## src/rtl/fetch_pkg.sv

```systemverilog
// Shared types and constants for the instruction-fetch sequencing controller.
package fetch_pkg;

   typedef enum logic [2:0] {
      IDLE  = 3'd0,
      WAIT  = 3'd1,
      ISSUE = 3'd2,
      HALT  = 3'd3
   } fetch_state_t;

   localparam logic [31:0] PC_RESET   = 32'h0000_0000;
   localparam int          WAIT_CNT_W = 3;

endpackage

```

## src/rtl/fetch_ctrl_if.sv

```systemverilog
// Fetch-control bus: run/step/halt control, pipeline hazard/redirect inputs and PC/IF-stage strobes.
interface fetch_ctrl_if #(
   parameter int DATA_WIDTH = 32,
   parameter int CNT_WIDTH  = 32
);
   logic                  run_en;
   logic                  step_req;
   logic                  resume;
   logic                  stall_d;
   logic                  branch_taken;
   logic [DATA_WIDTH-1:0] branch_target;
   logic                  ebreak_d;
   logic                  pc_trigger;
   logic                  pc_src;
   logic [DATA_WIDTH-1:0] pc_target;
   logic                  if_valid;
   logic                  flush_d;
   logic                  halted;
   logic [2:0]            state;
   logic [CNT_WIDTH-1:0]  fetch_cnt;

   modport master (
      input  run_en, step_req, resume, stall_d, branch_taken, branch_target, ebreak_d,
      output pc_trigger, pc_src, pc_target, if_valid, flush_d, halted, state, fetch_cnt
   );

   modport slave (
      output run_en, step_req, resume, stall_d, branch_taken, branch_target, ebreak_d,
      input  pc_trigger, pc_src, pc_target, if_valid, flush_d, halted, state, fetch_cnt
   );
endinterface

```

## src/rtl/fetch_wait_cnt.sv

```systemverilog
// Loadable down-counter timing instruction-memory wait states; holds at zero.
module fetch_wait_cnt
   import fetch_pkg::*;
#(
   parameter int W = WAIT_CNT_W
) (
   input  logic         clk,
   input  logic         rst,
   input  logic         load,
   input  logic [W-1:0] load_val,
   input  logic         dec,
   output logic         zero
);

   logic [W-1:0] cnt_reg;

   always_ff @(posedge clk or posedge rst) begin
      if (rst) begin
         cnt_reg <= '0;
      end else if (load) begin
         cnt_reg <= load_val;
      end else if (dec && (cnt_reg != '0)) begin
         cnt_reg <= cnt_reg - W'(1);
      end
   end

   assign zero = (cnt_reg == '0);

endmodule

```

## src/rtl/fetch_ctrl.sv

```systemverilog
// PC/instruction-fetch sequencer: memory wait states, run/step/halt control and
// redirect/stall arbitration driving the PC register and IF/decode strobes.
module fetch_ctrl
   import fetch_pkg::*;
#(
   parameter int DATA_WIDTH = 32,
   parameter int MEM_LAT    = 1,
   parameter int CNT_WIDTH  = 32
) (
   input logic          clk,
   input logic          rst,
   fetch_ctrl_if.master bus
);

   localparam int                    RELOAD_I = (MEM_LAT > 0) ? MEM_LAT - 1 : 0;
   localparam logic [WAIT_CNT_W-1:0] RELOAD   = RELOAD_I[WAIT_CNT_W-1:0];
   // With zero memory latency every refetch goes straight to ISSUE.
   localparam fetch_state_t          REFETCH  = (MEM_LAT == 0) ? ISSUE : WAIT;

   fetch_state_t          state_reg, state_next;
   logic                  step_reg, step_next;
   logic [CNT_WIDTH-1:0]  cnt_reg;
   logic [DATA_WIDTH-1:0] target_w;
   logic                  cnt_inc, wait_load, wait_dec, wait_zero;
   logic                  trig_c, src_c, valid_c, flush_c, halted_c;

   fetch_wait_cnt #(.W(WAIT_CNT_W)) u_wait (
      .clk      (clk),
      .rst      (rst),
      .load     (wait_load),
      .load_val (RELOAD),
      .dec      (wait_dec),
      .zero     (wait_zero)
   );

   always_ff @(posedge clk or posedge rst) begin
      if (rst) begin
         state_reg <= IDLE;
         step_reg  <= 1'b0;
         cnt_reg   <= '0;
      end else begin
         state_reg <= state_next;
         step_reg  <= step_next;
         if (cnt_inc) begin
            cnt_reg <= cnt_reg + CNT_WIDTH'(1);
         end
      end
   end

   always_comb begin
      state_next = state_reg;
      step_next  = step_reg;
      trig_c     = 1'b0;
      src_c      = 1'b0;
      valid_c    = 1'b0;
      flush_c    = 1'b0;
      halted_c   = 1'b0;
      cnt_inc    = 1'b0;
      wait_load  = 1'b0;
      wait_dec   = 1'b0;
      case (state_reg)
         IDLE: begin
            if (bus.run_en || bus.step_req) begin
               state_next = REFETCH;
               wait_load  = 1'b1;
               if (bus.step_req) begin
                  step_next = 1'b1;
               end
            end
         end
         WAIT: begin
            if (bus.branch_taken) begin
               trig_c     = 1'b1;
               src_c      = 1'b1;
               flush_c    = 1'b1;
               wait_load  = 1'b1;
               state_next = REFETCH;
            end else if (wait_zero) begin
               state_next = ISSUE;
            end else begin
               wait_dec = 1'b1;
            end
         end
         ISSUE: begin
            if (bus.branch_taken) begin
               trig_c     = 1'b1;
               src_c      = 1'b1;
               flush_c    = 1'b1;
               wait_load  = 1'b1;
               state_next = REFETCH;
            end else if (bus.ebreak_d) begin
               // The ebreak itself counts as issued; the PC stays on it.
               valid_c    = 1'b1;
               cnt_inc    = 1'b1;
               state_next = HALT;
            end else if (bus.stall_d) begin
               valid_c = 1'b1;
            end else begin
               valid_c = 1'b1;
               trig_c  = 1'b1;
               cnt_inc = 1'b1;
               if (step_reg || !bus.run_en) begin
                  step_next  = 1'b0;
                  state_next = IDLE;
               end else begin
                  wait_load  = 1'b1;
                  state_next = REFETCH;
               end
            end
         end
         HALT: begin
            halted_c = 1'b1;
            if (bus.resume) begin
               wait_load  = 1'b1;
               state_next = REFETCH;
            end
         end
         default: begin
            state_next = IDLE;
         end
      endcase
   end

   assign target_w       = bus.branch_target;
   assign bus.pc_target  = target_w;
   assign bus.pc_trigger = trig_c;
   assign bus.pc_src     = src_c;
   assign bus.if_valid   = valid_c;
   assign bus.flush_d    = flush_c;
   assign bus.halted     = halted_c;
   assign bus.state      = state_reg;
   assign bus.fetch_cnt  = cnt_reg;

endmodule

```

## src/flat_wrapper.sv

```systemverilog
// flat-port wrapper written by rule: the top's interface ports become plain ports
module fetch_ctrl_flat import fetch_pkg::*;
#(
   parameter int DATA_WIDTH = 32,
   parameter int MEM_LAT    = 1,
   parameter int CNT_WIDTH  = 32
)
  (clk, rst, bus_run_en, bus_step_req, bus_resume, bus_stall_d, bus_branch_taken, bus_branch_target, bus_ebreak_d, bus_pc_trigger, bus_pc_src, bus_pc_target, bus_if_valid, bus_flush_d, bus_halted, bus_state, bus_fetch_cnt);
  fetch_ctrl_if #(.DATA_WIDTH(DATA_WIDTH), .CNT_WIDTH(CNT_WIDTH)) bus_i ();
  input logic clk;
  input logic rst;
  input wire logic [$bits(bus_i.run_en)-1:0] bus_run_en;
  input wire logic [$bits(bus_i.step_req)-1:0] bus_step_req;
  input wire logic [$bits(bus_i.resume)-1:0] bus_resume;
  input wire logic [$bits(bus_i.stall_d)-1:0] bus_stall_d;
  input wire logic [$bits(bus_i.branch_taken)-1:0] bus_branch_taken;
  input wire logic [$bits(bus_i.branch_target)-1:0] bus_branch_target;
  input wire logic [$bits(bus_i.ebreak_d)-1:0] bus_ebreak_d;
  output wire logic [$bits(bus_i.pc_trigger)-1:0] bus_pc_trigger;
  output wire logic [$bits(bus_i.pc_src)-1:0] bus_pc_src;
  output wire logic [$bits(bus_i.pc_target)-1:0] bus_pc_target;
  output wire logic [$bits(bus_i.if_valid)-1:0] bus_if_valid;
  output wire logic [$bits(bus_i.flush_d)-1:0] bus_flush_d;
  output wire logic [$bits(bus_i.halted)-1:0] bus_halted;
  output wire logic [$bits(bus_i.state)-1:0] bus_state;
  output wire logic [$bits(bus_i.fetch_cnt)-1:0] bus_fetch_cnt;
  assign bus_i.run_en = bus_run_en;
  assign bus_i.step_req = bus_step_req;
  assign bus_i.resume = bus_resume;
  assign bus_i.stall_d = bus_stall_d;
  assign bus_i.branch_taken = bus_branch_taken;
  assign bus_i.branch_target = bus_branch_target;
  assign bus_i.ebreak_d = bus_ebreak_d;
  assign bus_pc_trigger = bus_i.pc_trigger;
  assign bus_pc_src = bus_i.pc_src;
  assign bus_pc_target = bus_i.pc_target;
  assign bus_if_valid = bus_i.if_valid;
  assign bus_flush_d = bus_i.flush_d;
  assign bus_halted = bus_i.halted;
  assign bus_state = bus_i.state;
  assign bus_fetch_cnt = bus_i.fetch_cnt;
  fetch_ctrl #(.DATA_WIDTH(DATA_WIDTH), .MEM_LAT(MEM_LAT), .CNT_WIDTH(CNT_WIDTH)) u_core (.clk(clk), .rst(rst), .bus(bus_i));
endmodule
```

## config.mk

```make
export PLATFORM = sky130hd
export DESIGN_NAME = fetch_ctrl_flat
export DESIGN_NICKNAME = d
export VERILOG_FILES = /design/src/rtl/fetch_pkg.sv /design/src/rtl/fetch_ctrl_if.sv /design/src/rtl/fetch_wait_cnt.sv /design/src/rtl/fetch_ctrl.sv /design/src/flat_wrapper.sv
export SDC_FILE = /design/constraint.sdc
export NUM_CORES = 1
export LEC_CHECK = 0
export ABC_AREA = 1
export CAP_MARGIN = 20
export CORE_MARGIN = 2
export CORE_UTILIZATION = 39
export CTS_BUF_LIST = sky130_fd_sc_hd__clkbuf_4 sky130_fd_sc_hd__clkbuf_8
export DETAILED_ROUTE_END_ITERATION = 8
export GPL_TIMING_DRIVEN = 0
export PLACE_DENSITY_LB_ADDON = 0.15
export SETUP_SLACK_MARGIN = 0.2
export SYNTH_ARGS = -nofsm -noshare
export SYNTH_HDL_FRONTEND = slang
export SYNTH_SLANG_ARGS = --single-unit
```

## constraint.sdc

```tcl
create_clock -name clk -period 1.7 [get_ports clk]
set_input_delay 0.34 -clock clk [delete_from_list [all_inputs] [get_ports clk]]
set_output_delay 0.34 -clock clk [all_outputs]
set_load 0.01 [all_outputs]
```

**Word-level counts from Yosys, hierarchy flattened**

Cells that the tools add are included.

- Memories kept: 0
- Bits in writable memories: 0
- Memory bits (read-only): 0
- Flip-flop bits (word level): 39
- Bits in latches: 0
- Input bits: 40

- Muxes and demuxes: 40
- Bitwise operators: 0
- Magnitude comparators: 0
- Equality and inequality tests: 12
- $add $sub $neg: 2
- Shifts and indexed selects: 0
- Divide/modulo/power cells: 0
- $mul: 0
- Reductions and logical operators: 12

Operator list:

| kind | number |
|---|---|
| adder 32 x 1 -> 32 bit (second input constant) | 1 |
| two-way mux 1 bit | 27 |
| two-way mux 3 bit | 9 |
| case mux 3 bit (4 select lines) | 1 |
| != test 2 bit (second input constant) | 5 |
| AND reduction 7 bit | 1 |
| == test 3 x 2 -> 1 bit (second input constant) | 2 |
| logical NOT 3 bit | 2 |
| != test 2 x 1 -> 1 bit (second input constant) | 2 |
| != test 4 bit (second input constant) | 1 |
| case mux 1 bit (2 select lines) | 2 |
| case mux 1 bit (4 select lines) | 1 |
| AND reduction 4 bit | 1 |
| nonzero test 2 bit | 2 |
| == test 3 x 1 -> 1 bit (second input constant) | 1 |
| != test 3 bit (second input constant) | 1 |
| nonzero test 3 bit | 1 |
| subtractor 3 x 1 -> 3 bit (second input constant) | 1 |
| logical OR 1 bit | 2 |
| OR reduction 2 bit | 1 |
| logical AND 1 bit | 1 |
| logical NOT 1 bit | 1 |

**Depth between registers and ports, before layout**

- Depth in word-level cells: 8
- Depth in mapped cells: 11
- Depth with buffers taken out: 11

**Cells and area by module**

Synthesis repeated with hierarchy kept, for this count alone.

- Cells, all modules: 347
- Area total of the unflattened synthesis: 2536.2 um^2

By module, submodules not included:

| module | sequential area each (um^2) | area each (um^2) | instances | cells an instance |
|---|---|---|---|---|
| fetch_ctrl | 875.8 | 2339.7 | 1 | 319 |
| fetch_wait_cnt | 75.1 | 196.4 | 1 | 28 |

**Least setup slack after synthesis**

OpenSTA, ideal clock, no wires.

- Path type: reg-to-reg
- Start: register u_core.state_reg[0], in the netlist u_core.bus.state[0]
- End: register u_core.cnt_reg[30], in the netlist u_core.bus.fetch_cnt[30]
- Buffers on the path: 0
- Library setup time: 0.117 ns
- Stages on the path, launching flop included: 12
- Data required time: 1.583 ns
- Slack: -0.017 ns
- Arrival time: 1.600 ns
- Cell sequence: dfrtp_1 > inv_1 > ha_1 > inv_2 > nor2_4 > nand2_4 > nor2_4 > nand2_4 > nor2_8 > nand3_1 > nand2_1 > nand2_1

- Cells in the longest elaborated chain, start to end: 2

Ends and longest elaborated chain:

| what | line | RTL |
|---|---|---|
| start: declaration | fetch_ctrl.sv:20 | `fetch_state_t state_reg, state_next;` |
| start signal: assignment | fetch_ctrl.sv:42 | `state_reg <= state_next;` |
| == test 3 x 2 -> 1 bit | fetch_ctrl.sv:61 | `case (state_reg)` |
| two-way mux 1 bit | fetch_ctrl.sv:61 |  |
| end signal: assignment | fetch_ctrl.sv:45 | `cnt_reg <= cnt_reg + CNT_WIDTH'(1);` |
| end: declaration | fetch_ctrl.sv:22 | `logic [CNT_WIDTH-1:0] cnt_reg;` |

Every way passes these cells.
A chain may end at the register's enable or synchronous reset.

**Worst setup path after layout**

- Start: register u_core.state_reg[1], in the netlist u_core.bus.state[1]
- End: output bus_pc_trigger

- Cells in the longest elaborated chain, start to end: 2

Ends and longest elaborated chain:

| what | line | RTL |
|---|---|---|
| == test 3 x 2 -> 1 bit or == test 3 x 1 -> 1 bit (tied branches) | fetch_ctrl.sv:61 |  |
| case mux 1 bit (2 select lines) * | fetch_ctrl.sv:61 |  |
| end: declaration | flat_wrapper.sv:19 | `output wire logic [$bits(bus_i.pc_trigger)-1:0] bus_pc_trigger;` |

Mark *: on every way between the ends. The rest lies on a longest branch, timed or not.

==> impl_metrics.json <==
{
  "outcome": "complete, but fails checks",
  "violations": "setup timing",
  "clockRootBuffer": "clkbuf_8",
  "cts_max_level": 2,
  "slew_viol_final": 0,
  "final_cell_area_um2": 3970,
  "worstPathArrival_ns": 1.38,
  "rsz0062_at_grt": "true",
  "dp_hpwl_um": 4350,
  "endpoint_kind": "output port",
  "cts.sinks": 38,
  "synth_nets": 368,
  "p_leak_nw": 1.96,
  "grt_overflow_total": 0,
  "num_vias": 2465,
  "via_per_inst": 4.66,
  "port-buffer-count": 78,
  "worst-path-buf-inv": 2,
  "grt_pass1_vias": 2356,
  "power_density_nw_per_um2": 741,
  "gp_congestion": 0.909,
  "clk_latency_ns": 0.29,
  "p_total_mw": 2.94,
  "crit_chain": "buf_6 -> ha_4 -> o21ai_2 -> a21boi_1 -> buf_2",
  "fin_crit_ns": 1.72,
  "start_kind": "flop",
  "ios": 112,
  "setup-violations-final": 2,
  "fin_worst_skew_ns": 0.00698,
  "die_w_um": 84.4,
  "first_iter_violations": 104,
  "route.detailed.drc": 0,
  "start_util_pct": 39.9,
  "clk_path_buf_depth": 2,
  "synth_cells": 321,
  "worstSetupPathType": "reg -> out",
  "max_freq_ghz": 0.580,
  "largest_reg_flops": 32,
  "syn_area_per_cell_um2": 7.85,
  "hold_buffers": 0,
  "synth_cell_types": 30,
  "timing.final.crit_share_pct": 101,
  "slowest_stage": "dfrtp_1",
  "hold_violations": 0,
  "n_antenna_cell": 0,
  "dr.pass1.iters": 4,
  "seq_area_frac_synth_pct": 37.7,
  "cts_tree": "built",
  "dp.cells": 476,
  "die_h_um": 84.4,
  "grt_usage_pct": 17.9,
  "fin_cells": 529,
  "crit_required_ns": 1.36,
  "flow.area_growth_from_synthesis_pct": 57.7,
  "cap_viol_max_count": 0,
  "regToRegSetupSlack_ns": 0.03,
  "synth_top_area_cell": "dfrtp_1",
  "die-area_um2": 7120,
  "synth-seq-cells": 38,
  "antenna_found_initial": 0,
  "ir_drop_mv": 0.759,
  "ant_nets": 0,
  "placementRows": 29,
  "drive_gt1_share_pct": 31.2,
  "yosysTopAreaCellShare_pct": 37.7,
  "grt_start_max_net_pins": 39,
  "setup_slack_ns": -0.0245,
  "syn_area_um2": 2520,
  "place_area_um2": 3410,
  "yosysWarnings": 0,
  "path_delay_family": "flip-flops",
  "wire_per_inst_um": 12.1,
  "wirelength_um": 6390,
  "clk_pin_slew_ns": 0.08,
  "timing.slew.headroom_pct": 46.1,
  "cts_buffers": 5,
  "tightest_slew_ns": 0.807,
  "crit_path_max_incr_delay_ns": 0.41,
  "hold_path.class": "in -> async",
  "grt_pass1_wl_um": 10500,
  "synthTopCellsByArea": "dfrtp_1 38%, nand2_1 13%, buf_4 10%",
  "core_um2": 6310,
  "nets": 498,
  "path_max_fanout": 5
}
## cell usage after synthesis (all sizes together)
cell type and n:
a21boi 1, a21oi 3, buf 34, conb 1, dfrtp 38, ha 7, inv 38, nand2 92
nand3 16, nand3b 6, nand4 7, nor2 38, nor3 5, nor3b 3, o2111ai 2, o211ai 1
o21ai 7, o22ai 1, or2 1, xnor2 8, xor2 12
## layout by cell type (no fill, tap or decap), types with 4 or more instances in the layout
cell             count
nand2_1             85
buf_4               70
clkdlybuf4s50_1     38
dfrtp_1             38
inv_1               33
dlygate4sd2_1       33
nor2_1              21
buf_6               13
nand3_1             12
xor2_1              12
nor2_4               9
xnor2_1              8
nor2_2               7
nand4_1              7
nand3b_1             6
clkbuf_8             6
inv_2                5
nand2_2              4
o21ai_0              4
## where the power goes
part | switching, mW | total (mW) | internal (mW)
logic | 0.574 | 1.27 | 0.694
registers | 0.0482 | 1.02 | 0.973
clock network | 0.329 | 0.655 | 0.326
## cell families (layout without fill, tap and decap cells)
family / after synthesis / after routing / share of synthesized area [%]
flops: 38 / 38 / 37.7
fa+ha+maj: 7 / 7 / 3.48
compound gates: 15 / 15 / 3.67
simple gates: 168 / 168 / 32.2
other cells: 1 / 1 / 0.149
buf+inv: 72 / 203 / 15.8
xor+xnor: 20 / 20 / 6.95
## layer usage
metal	global-route usage, %	vias to the layer above	part of all wire, %
met2	31.6	87	51
li1	-	1231	-
met4	3.03	0	1.1
met3	4.52	8	6.1
met5	0	-	0
met1	22.4	1139	42
## metrics by stage
stage                     setup TNS [ns]  util (%)  hold slack, ns  worst slack [ns]
final                            -0.0467      62.9           0.525           -0.0245
after global routing               -1.56      62.9           0.551            -0.124
after CTS                              0      61.6           0.528            0.0142
after detailed placement           -5.54      54.1           0.510            -0.482
after global placement            -21.52      54.1           0.509            -0.472
after floorplan                        0         -           0.485            0.0546
## area by class of cell
| type | instances | area [um2] |
|---|---|---|
| Fill cell | 593 | 2340 |
| Multi-Input combinational cell | 211 | 1330 |
| Timing Repair Buffer | 123 | 1100 |
| Sequential cell | 38 | 951 |
| Buffer | 34 | 259 |
| Inverter | 38 | 143 |
| Tap cell | 77 | 96.3 |
| Clock buffer | 6 | 82.6 |
| Clock inverter | 2 | 12.5 |
## worst paths after layout
path / from / end / cells past startpoint
worst max-delay path: u_core.bus.state[1] / bus_pc_trigger / 5
worst min-delay path: rst / u_core.u_wait.cnt_reg[1] / 2
worst max register to register: u_core.bus.state[0] / u_core.bus.fetch_cnt[21] / 8
worst min register to register: u_core.bus.fetch_cnt[11] / u_core.bus.fetch_cnt[11] / 1
max in group asynchronous: rst / u_core.bus.fetch_cnt[27] / 2
min in group clk: u_core.bus.fetch_cnt[11] / u_core.bus.fetch_cnt[11] / 1
## timing repair
item / CTS / global route
gates resized for setup: 97 / 13
endpoints found under the setup margin: 65 / 38
pin swaps: 16 / 11
setup buffers: 40 / 5
Note: power is estimated with default switching activity, not from simulation.
